`src/rtl/controle_de_busca.sv`:
```
// ============================================================================
//  Module      : controle_de_busca
//  Description : Instruction-fetch sequencer. Owns the PC, registers fetched
//                words toward decode over valid/ready, absorbs absolute
//                jumps, takes branch redirects and stops on HALT.
//  Revision    : 1.0 - initial release
// ============================================================================
`default_nettype none

module controle_de_busca #(
  parameter logic [31:0] RESET_PC    = 32'd1,
  parameter int unsigned INIT_CYCLES = 2,
  parameter logic [4:0]  JUMP_OP     = 5'd16,
  parameter logic [4:0]  HALT_OP     = 5'd18
) (
  input  logic        clock,
  input  logic        reset,
  output logic [31:0] endereco,
  input  logic [31:0] instrucao,
  output logic [31:0] instr_out,
  output logic [31:0] pc_out,
  output logic        instr_valid,
  input  logic        instr_ready,
  input  logic        redirect,
  input  logic [31:0] redirect_pc,
  output logic        halted,
  output logic [31:0] fetch_count
);

  localparam int CNT_W = (INIT_CYCLES < 2) ? 1 : $clog2(INIT_CYCLES + 1);
  localparam logic [CNT_W-1:0] INIT_LAST =
    CNT_W'((INIT_CYCLES > 0) ? (INIT_CYCLES - 1) : 0);

  typedef enum logic [1:0] {
    ST_INIT   = 2'd0,
    ST_FETCH  = 2'd1,
    ST_DRAIN  = 2'd2,
    ST_HALTED = 2'd3
  } state_t;

  state_t           state, state_nx;
  logic [31:0]      pc, pc_nx;
  logic [CNT_W-1:0] init_cnt, init_cnt_nx;
  logic [31:0]      instr_out_nx, pc_out_nx, fetch_count_nx;
  logic             instr_valid_nx, halted_nx;

  logic       accept;
  logic       slot_free;
  logic [4:0] opcode;

  assign endereco  = pc;
  assign accept    = instr_valid & instr_ready;
  assign slot_free = ~instr_valid | instr_ready;
  assign opcode    = instrucao[31:27];

  always_ff @(posedge clock) begin
    if (reset) begin
      state       <= ST_INIT;
      pc          <= RESET_PC;
      init_cnt    <= '0;
      instr_out   <= '0;
      pc_out      <= '0;
      instr_valid <= 1'b0;
      halted      <= 1'b0;
      fetch_count <= '0;
    end else begin
      state       <= state_nx;
      pc          <= pc_nx;
      init_cnt    <= init_cnt_nx;
      instr_out   <= instr_out_nx;
      pc_out      <= pc_out_nx;
      instr_valid <= instr_valid_nx;
      halted      <= halted_nx;
      fetch_count <= fetch_count_nx;
    end
  end

  always_comb begin
    state_nx       = state;
    pc_nx          = pc;
    init_cnt_nx    = init_cnt;
    instr_out_nx   = instr_out;
    pc_out_nx      = pc_out;
    instr_valid_nx = instr_valid;
    halted_nx      = halted;
    fetch_count_nx = fetch_count + {31'd0, accept};

    case (state)
      ST_INIT: begin
        if (init_cnt == INIT_LAST) begin
          init_cnt_nx = '0;
          state_nx    = ST_FETCH;
        end else begin
          init_cnt_nx = init_cnt + 1'b1;
        end
      end

      ST_FETCH: begin
        if (slot_free) begin
          if (opcode == JUMP_OP) begin
            // Jump is resolved here and never reaches decode.
            pc_nx          = {5'b0, instrucao[26:0]};
            instr_valid_nx = 1'b0;
          end else if (opcode == HALT_OP) begin
            instr_out_nx   = instrucao;
            pc_out_nx      = pc;
            instr_valid_nx = 1'b1;
            state_nx       = ST_DRAIN;
          end else begin
            instr_out_nx   = instrucao;
            pc_out_nx      = pc;
            instr_valid_nx = 1'b1;
            pc_nx          = pc + 32'd1;
          end
        end
      end

      ST_DRAIN: begin
        if (accept) begin
          instr_valid_nx = 1'b0;
          halted_nx      = 1'b1;
          state_nx       = ST_HALTED;
        end
      end

      ST_HALTED: begin
      end

      default: state_nx = ST_INIT;
    endcase

    // A taken branch wins over anything decided above, including a stall.
    if (redirect && (state == ST_FETCH || state == ST_DRAIN)) begin
      pc_nx          = redirect_pc;
      instr_valid_nx = 1'b0;
      halted_nx      = halted;
      state_nx       = ST_FETCH;
    end
  end

endmodule

`default_nettype wire

```
`config.mk`:
```
export PLATFORM = sky130hd
export DESIGN_NAME = controle_de_busca
export DESIGN_NICKNAME = d
export VERILOG_FILES = /design/src/rtl/controle_de_busca.sv
export SDC_FILE = /design/constraint.sdc
export NUM_CORES = 1
export LEC_CHECK = 0
export ABC_AREA = 1
export CAP_MARGIN = 0
export CELL_PAD_IN_SITES_DETAIL_PLACEMENT = 1
export CELL_PAD_IN_SITES_GLOBAL_PLACEMENT = 2
export CORE_MARGIN = 10
export CORE_UTILIZATION = 26
export CTS_BUF_LIST = sky130_fd_sc_hd__clkbuf_4 sky130_fd_sc_hd__clkbuf_8
export CTS_CLUSTER_DIAMETER = 80
export DETAILED_ROUTE_END_ITERATION = 12
export GPL_TIMING_DRIVEN = 0
export PLACE_DENSITY_LB_ADDON = 0.1
export SLEW_MARGIN = 15
export SYNTH_ARGS = -nofsm -noshare
export SYNTH_HDL_FRONTEND = slang
export SYNTH_SLANG_ARGS = --single-unit
```
`constraint.sdc`:
```
create_clock -name clock -period 2.3 [get_ports clock]
set_input_delay 0.46 -clock clock [delete_from_list [all_inputs] [get_ports clock]]
set_output_delay 0.46 -clock clock [all_outputs]
set_load 0.1 [all_outputs]
```
======== Word level (Yosys, flattened, before mapping) ========
Index checks and enable logic that the tools add are counted.
word-level totals
  word-level logic and storage cells ...... 65
  output and inout port bits .............. 130
  register bits ........................... 134
operators by class
  add/subtract/negate cells ............... 3
  bitwise logic cells ..................... 5
  muxes and demuxes ....................... 17
  equality and inequality tests ........... 16
  reduce and logical (&&, ||, !) cells .... 15
operators by type and width
  kind                                                    count
  two-way mux 32 bit                                      5
  adder 32 x 1 -> 32 bit                                  1
  adder 32 x 1 -> 32 bit (second input constant)          1
  inequality test 3 x 2 -> 1 bit (second input constant)  5
  two-way mux 2 bit                                       6
  AND reduction 3 bit                                     4
  AND reduction 6 bit                                     2
  equality test 5 bit (second input constant)             2
  inequality test 2 bit (second input constant)           5
  case mux 2 bit (3 select lines)                         1
  nonzero test 2 bit                                      3
  equality test 2 x 1 -> 1 bit (second input constant)    2
  two-way mux 1 bit                                       4
  nonzero test 4 bit                                      1
  inequality test 3 bit (second input constant)           1
  NOT 1 bit                                               3
  nonzero test 3 bit                                      1
  adder 2 x 1 -> 2 bit (second input constant)            1
  equality test 2 bit (second input constant)             1
  logical NOT 2 bit                                       1
  case mux 1 bit (2 select lines)                         1
  OR reduction 2 bit                                      1
  bitwise AND 1 bit                                       1
  logical AND 1 bit                                       1
  other kinds (2)                                         2

======== Depth between registers and ports, before layout ========
  depth in word-level cells ............... 6
  mapped depth ............................ 13
  gate-level depth less buffers ........... 13

======== Least setup slack after synthesis ========
Ideal clock, no wire load.
  kind .................................... reg-to-reg
  start point ............................. register instr_valid
  end point ............................... register fetch_count[16]
  buffers on the path ..................... 0
  period minus slack after synthesis ...... 2,643 ps
  library setup time ...................... 130 ps
  required time ........................... 2,170 ps
  cell stages (with the launch flop) ...... 14
  slack ................................... -343 ps
  data arrival time ....................... 2,514 ps
  cell sequence ........................... dfxtp_1 nand2_1 inv_1 ha_1 ha_1 nand2_1 nor2_1 nand2_1 nor2_1 inv_1 nor2_1 nand3_1 o21ai_0 a21oi_1
on the way
  word-level cells in the longest chain between the ends .. 2
RTL lines
  item                    RTL line  text
  start, declared         22        output logic instr_valid,
  start signal, assigned  72        instr_valid <= instr_valid_nx;
  bitwise AND 1 bit       52        assign accept = instr_valid & instr_ready;
  adder 32 x 1 -> 32 bit  86        fetch_count_nx = fetch_count + {31'd0, accept};
  end signal, assigned    74        fetch_count <= fetch_count_nx;
  end, declared           27        output logic [31:0] fetch_count
Every way passes these cells.
A chain may end at the register's enable or synchronous reset.

======== Worst setup path after layout ========
  start point ............................. input port instr_ready
  end point ............................... register fetch_count[31]
on the way
  word-level cells in the longest chain between the ends .. 2
RTL lines
  item                    RTL line  text
  start, declared         23        input logic instr_ready,
  bitwise AND 1 bit       52
  adder 32 x 1 -> 32 bit  86
Every way passes these cells.

==> flow_results.xml <==
<?xml version="1.0" encoding="UTF-8"?>
<metrics>
  <group name="status">
    <metric name="status" unit="">finished, final reports clean</metric>
  </group>
  <group name="layout">
    <metric name="finalCoreUtilization" unit="%">37.4</metric>
    <metric name="areaGrowthSynthToFinish" unit="%">40.2</metric>
    <metric name="layout_common_cells" unit="">sky130_fd_sc_hd__nand2_1 (221), sky130_fd_sc_hd__nor2_1 (188), sky130_fd_sc_hd__dfxtp_1 (129)</metric>
    <metric name="ff_latch_area" unit="sq um">2690</metric>
    <metric name="final-instance-count-excl-fill" unit="">1585</metric>
    <metric name="drive_gt1_share" unit="%">10.5</metric>
    <metric name="final.fill_count" unit="">3312</metric>
    <metric name="layout.nets" unit="">1318</metric>
    <metric name="multi_input_area" unit="sq um">3630</metric>
    <metric name="mostFrequentLayoutCell" unit="">sky130_fd_sc_hd__nand2_1</metric>
  </group>
  <group name="placement">
    <metric name="buffer_ports.inserted" unit="">196</metric>
    <metric name="place.detailed.hpwl" unit="microns">24500</metric>
    <metric name="gp_congestion" unit="">0.827</metric>
    <metric name="numPlacedInstances" unit="">1550</metric>
  </group>
  <group name="cts">
    <metric name="ctsRootBufferMaster" unit="">sky130_fd_sc_hd__clkbuf_8</metric>
    <metric name="tritoncts_num_sinks" unit="">134</metric>
    <metric name="clk-insertion-delay-late" unit="ps">440</metric>
    <metric name="cts_hold_buf" unit="">0</metric>
    <metric name="cts-root-to-sink-buffers" unit="">2</metric>
    <metric name="cts.htree.levels" unit="">4</metric>
    <metric name="cts_buffers" unit="">17</metric>
    <metric name="clk_pin_slew_worst_paths" unit="ps">80</metric>
    <metric name="cts_tree" unit="">built</metric>
  </group>
  <group name="timing">
    <metric name="hold_violations" unit="">0</metric>
    <metric name="finalCriticalPeriod" unit="ps">2270</metric>
    <metric name="layout_worst_path_cycle_share" unit="%">98.9</metric>
    <metric name="maxSlewViolCount" unit="">0</metric>
    <metric name="max_slew.worst_pin.slew" unit="ps">1080</metric>
    <metric name="grt_setup_unrepaired" unit="">true</metric>
    <metric name="final-setup-viol-count" unit="">0</metric>
    <metric name="setup-tns-final" unit="ps">0</metric>
    <metric name="maxClockFrequency" unit="GHz">0.440</metric>
    <metric name="finClkSkew" unit="ps">14.2</metric>
    <metric name="slew_headroom" unit="%">28.5</metric>
  </group>
  <group name="synth">
    <metric name="asyncSetResetFlopFracSynth" unit="%">0</metric>
    <metric name="synth_nets" unit="">1101</metric>
    <metric name="synthDistinctLibCells" unit="">36</metric>
    <metric name="synthCells" unit="">1024</metric>
    <metric name="synth.cell_area" unit="sq um">6770</metric>
    <metric name="synth.ff_latch_count" unit="">134</metric>
    <metric name="syn_area_per_cell" unit="sq um">6.61</metric>
    <metric name="synth_edf_count" unit="">0</metric>
    <metric name="synth_seq_area_share" unit="%">39.6</metric>
    <metric name="yosysWarnings" unit="">0</metric>
    <metric name="ys.flop_type" unit="">sky130_fd_sc_hd__dfxtp_1</metric>
  </group>
  <group name="worst_setup_path">
    <metric name="critPathSlowestCell" unit="">sky130_fd_sc_hd__clkdlybuf4s50_1</metric>
    <metric name="sum_of_buffers_and_inverters_on_the_critical_path" unit="">3</metric>
    <metric name="critical_path_capture_point_type" unit="">register</metric>
    <metric name="start_kind" unit="">input pin</metric>
    <metric name="timing.critical_path.cells" unit="">clkdlybuf4s50_1, nand2_1, inv_1, ha_1, nand3_2, nor3_4, buf_4, nand3_2, nor2_2, nand2_1, or2_0, a21oi_1</metric>
    <metric name="worst_path_max_stage_delay" unit="ps">480</metric>
    <metric name="arrival" unit="ps">2630</metric>
    <metric name="worst_ep_required_time" unit="ps">2660</metric>
    <metric name="critical-path-top-delay-family" unit="">simple AND/OR/NAND/NOR gates</metric>
    <metric name="crit_path_max_fanout" unit="">5</metric>
    <metric name="setup.worst_path.class" unit="">input pin to register</metric>
  </group>
  <group name="route">
    <metric name="final_routed_drc_violation_total" unit="">0</metric>
    <metric name="detail_route.wirelength" unit="microns">30700</metric>
    <metric name="initialDrtViolationCount" unit="">297</metric>
    <metric name="routed_via_density" unit="">4.66</metric>
    <metric name="num_vias" unit="">7386</metric>
    <metric name="ant_nets" unit="">0</metric>
    <metric name="first_pass_iters" unit="">4</metric>
    <metric name="routed_wire_length_per_instance" unit="microns">19.3</metric>
  </group>
  <group name="power">
    <metric name="ir_drop_worst_vdd" unit="uV">559</metric>
    <metric name="share_comb_of_total_power" unit="%">57.4</metric>
    <metric name="internal_power" unit="mW">5.63</metric>
    <metric name="sw_frac_of_total" unit="%">57.4</metric>
    <metric name="total_power" unit="mW">13.2</metric>
    <metric name="p_leak" unit="nW">3.98</metric>
    <metric name="seq_power_share" unit="%">25.6</metric>
    <metric name="power_switching" unit="mW">7.59</metric>
    <metric name="clock_power_share" unit="%">17.1</metric>
    <metric name="power-per-cell-area" unit="nW/um^2">1390</metric>
  </group>
  <group name="floorplanning">
    <metric name="placeableCoreArea" unit="sq um">25400</metric>
    <metric name="die-width" unit="microns">181</metric>
    <metric name="initial_core_util" unit="%">26.7</metric>
    <metric name="ioPinCount" unit="">198</metric>
    <metric name="fp-row-count" unit="">58</metric>
    <metric name="die_h" unit="microns">181</metric>
    <metric name="die_area" unit="sq um">32900</metric>
  </group>
  <group name="grt">
    <metric name="grt_start_max_net_pins" unit="">17</metric>
    <metric name="track_usage" unit="%">18.1</metric>
    <metric name="grt_remaining_overflow" unit="">0</metric>
    <metric name="grt_first_pass_wirelength" unit="microns">46300</metric>
    <metric name="vias_in_the_first_global_route" unit="">7646</metric>
    <metric name="antenna_violations_before_repair" unit="">1</metric>
  </group>
  <group name="min_path">
    <metric name="hp-class" unit="">register to register</metric>
  </group>
  <group name="run">
    <metric name="max_cap_violations" unit="">0</metric>
  </group>
</metrics>
==> per-stage QoR <==
| stage | instance area [sq um] | setup slack [ps] | hold slack (ps) |
|---|---|---|---|
| 2_1_floorplan | 6770 | -56.5 | 416 |
| 3_3_place_gp | 9150 | -553 | 434 |
| 3_5_place_dp | 9150 | -554 | 454 |
| 4_1_cts | 9480 | 0.141 | 466 |
| 5_1_grt | 9490 | -106 | 485 |
| 6_report | 9490 | 26.2 | 454 |
==> state kept, by name (all words and copies together) (netlist names) <==
register / flops
instr_valid: 1
halted: 1
pc_out: 32
init_cnt: 2
endereco: 32
state: 2
instr_out: 32
fetch_count: 32
==> cells by family (layout without fill, tap and decap cells) <==
| group | Yosys count | count (layout) | share of synthesized area, % |
|---|---|---|---|
| buffers and inverters | 128 | 357 | 7.71 |
| XOR/XNOR | 17 | 17 | 2.20 |
| other | 0 | 2 | 0 |
| flip-flops | 134 | 134 | 39.6 |
| AND/OR/NAND/NOR | 523 | 523 | 32.8 |
| adder cells (fa/ha/maj) | 9 | 9 | 1.66 |
| AO/OA/AOI/OAI | 213 | 213 | 16.0 |
==> power groups by stage <==
| stage | registers (mW) | logic [mW] | clock network [mW] |
|---|---|---|---|
| 3_5_place_dp | 3.46 | 7.95 | 0 |
| 2_1_floorplan | 7.05 | 2.08 | 0 |
| 3_3_place_gp | 3.45 | 7.91 | 0 |
| 6_report | 3.38 | 7.58 | 2.26 |
| 4_1_cts | 3.39 | 7.68 | 2.32 |
| 5_1_grt | 3.48 | 8.10 | 2.43 |
==> final cells by class <==
cell class              count  share of cell area [%]
repair buffers            198                    18.8
plain buffers              45                    2.35
clock inverters            12                    1.87
multi-input cells         762                    38.3
clock buffers              19                    2.69
flip-flops and latches    134                    28.3
inverters                  83                    3.30
diodes                      2                  0.0527
well taps                 330                    4.35
==> per-layer routing <==
| metal | GRT usage (%) | routed length (microns) |
|---|---|---|
| met5 | 0 | 0 |
| met4 | 2.99 | 252 |
| met3 | 5.05 | 1690 |
| met2 | 31.5 | 15100 |
| met1 | 21.9 | 13600 |
==> synth_stat cells, drive strengths merged (9+ instances only) <==
cell type | count | area [sq um]
buf | 23 | 125
nand2 | 226 | 853
nand3 | 46 | 245
ha | 9 | 113
nor3 | 18 | 128
clkbuf | 22 | 85.1
or2 | 10 | 62.6
nand4 | 10 | 62.6
a21oi | 104 | 521
nor2 | 203 | 800
inv | 82 | 308
o21ai | 101 | 505
dfxtp | 134 | 2680
xor2 | 13 | 114
==> worst paths after layout <==
path / from / end / slack [ps] / cells after the start
worst max-delay path: instr_ready / fetch_count[31] / 30 / 12
worst min-delay path: init_cnt[1] / init_cnt[1] / 450 / 2
worst max register to register: state[1] / endereco[0] / 160 / 12
worst min register to register: init_cnt[1] / init_cnt[1] / 450 / 2
==> worst min-delay path, delay by kind of cell (launching register included) <==
family	cells	cell delay, ps
flip-flops	1	310
buffers and inverters	1	60
AND/OR/NAND/NOR	1	50
==> what timing repair did <==
action,CTS,global route
setup endpoints to repair,149,71
resized for setup,167,47
buffers inserted,0,2
pin swaps,0,2
hold endpoints to repair,0,0
(Power assumes the default switching activity.)
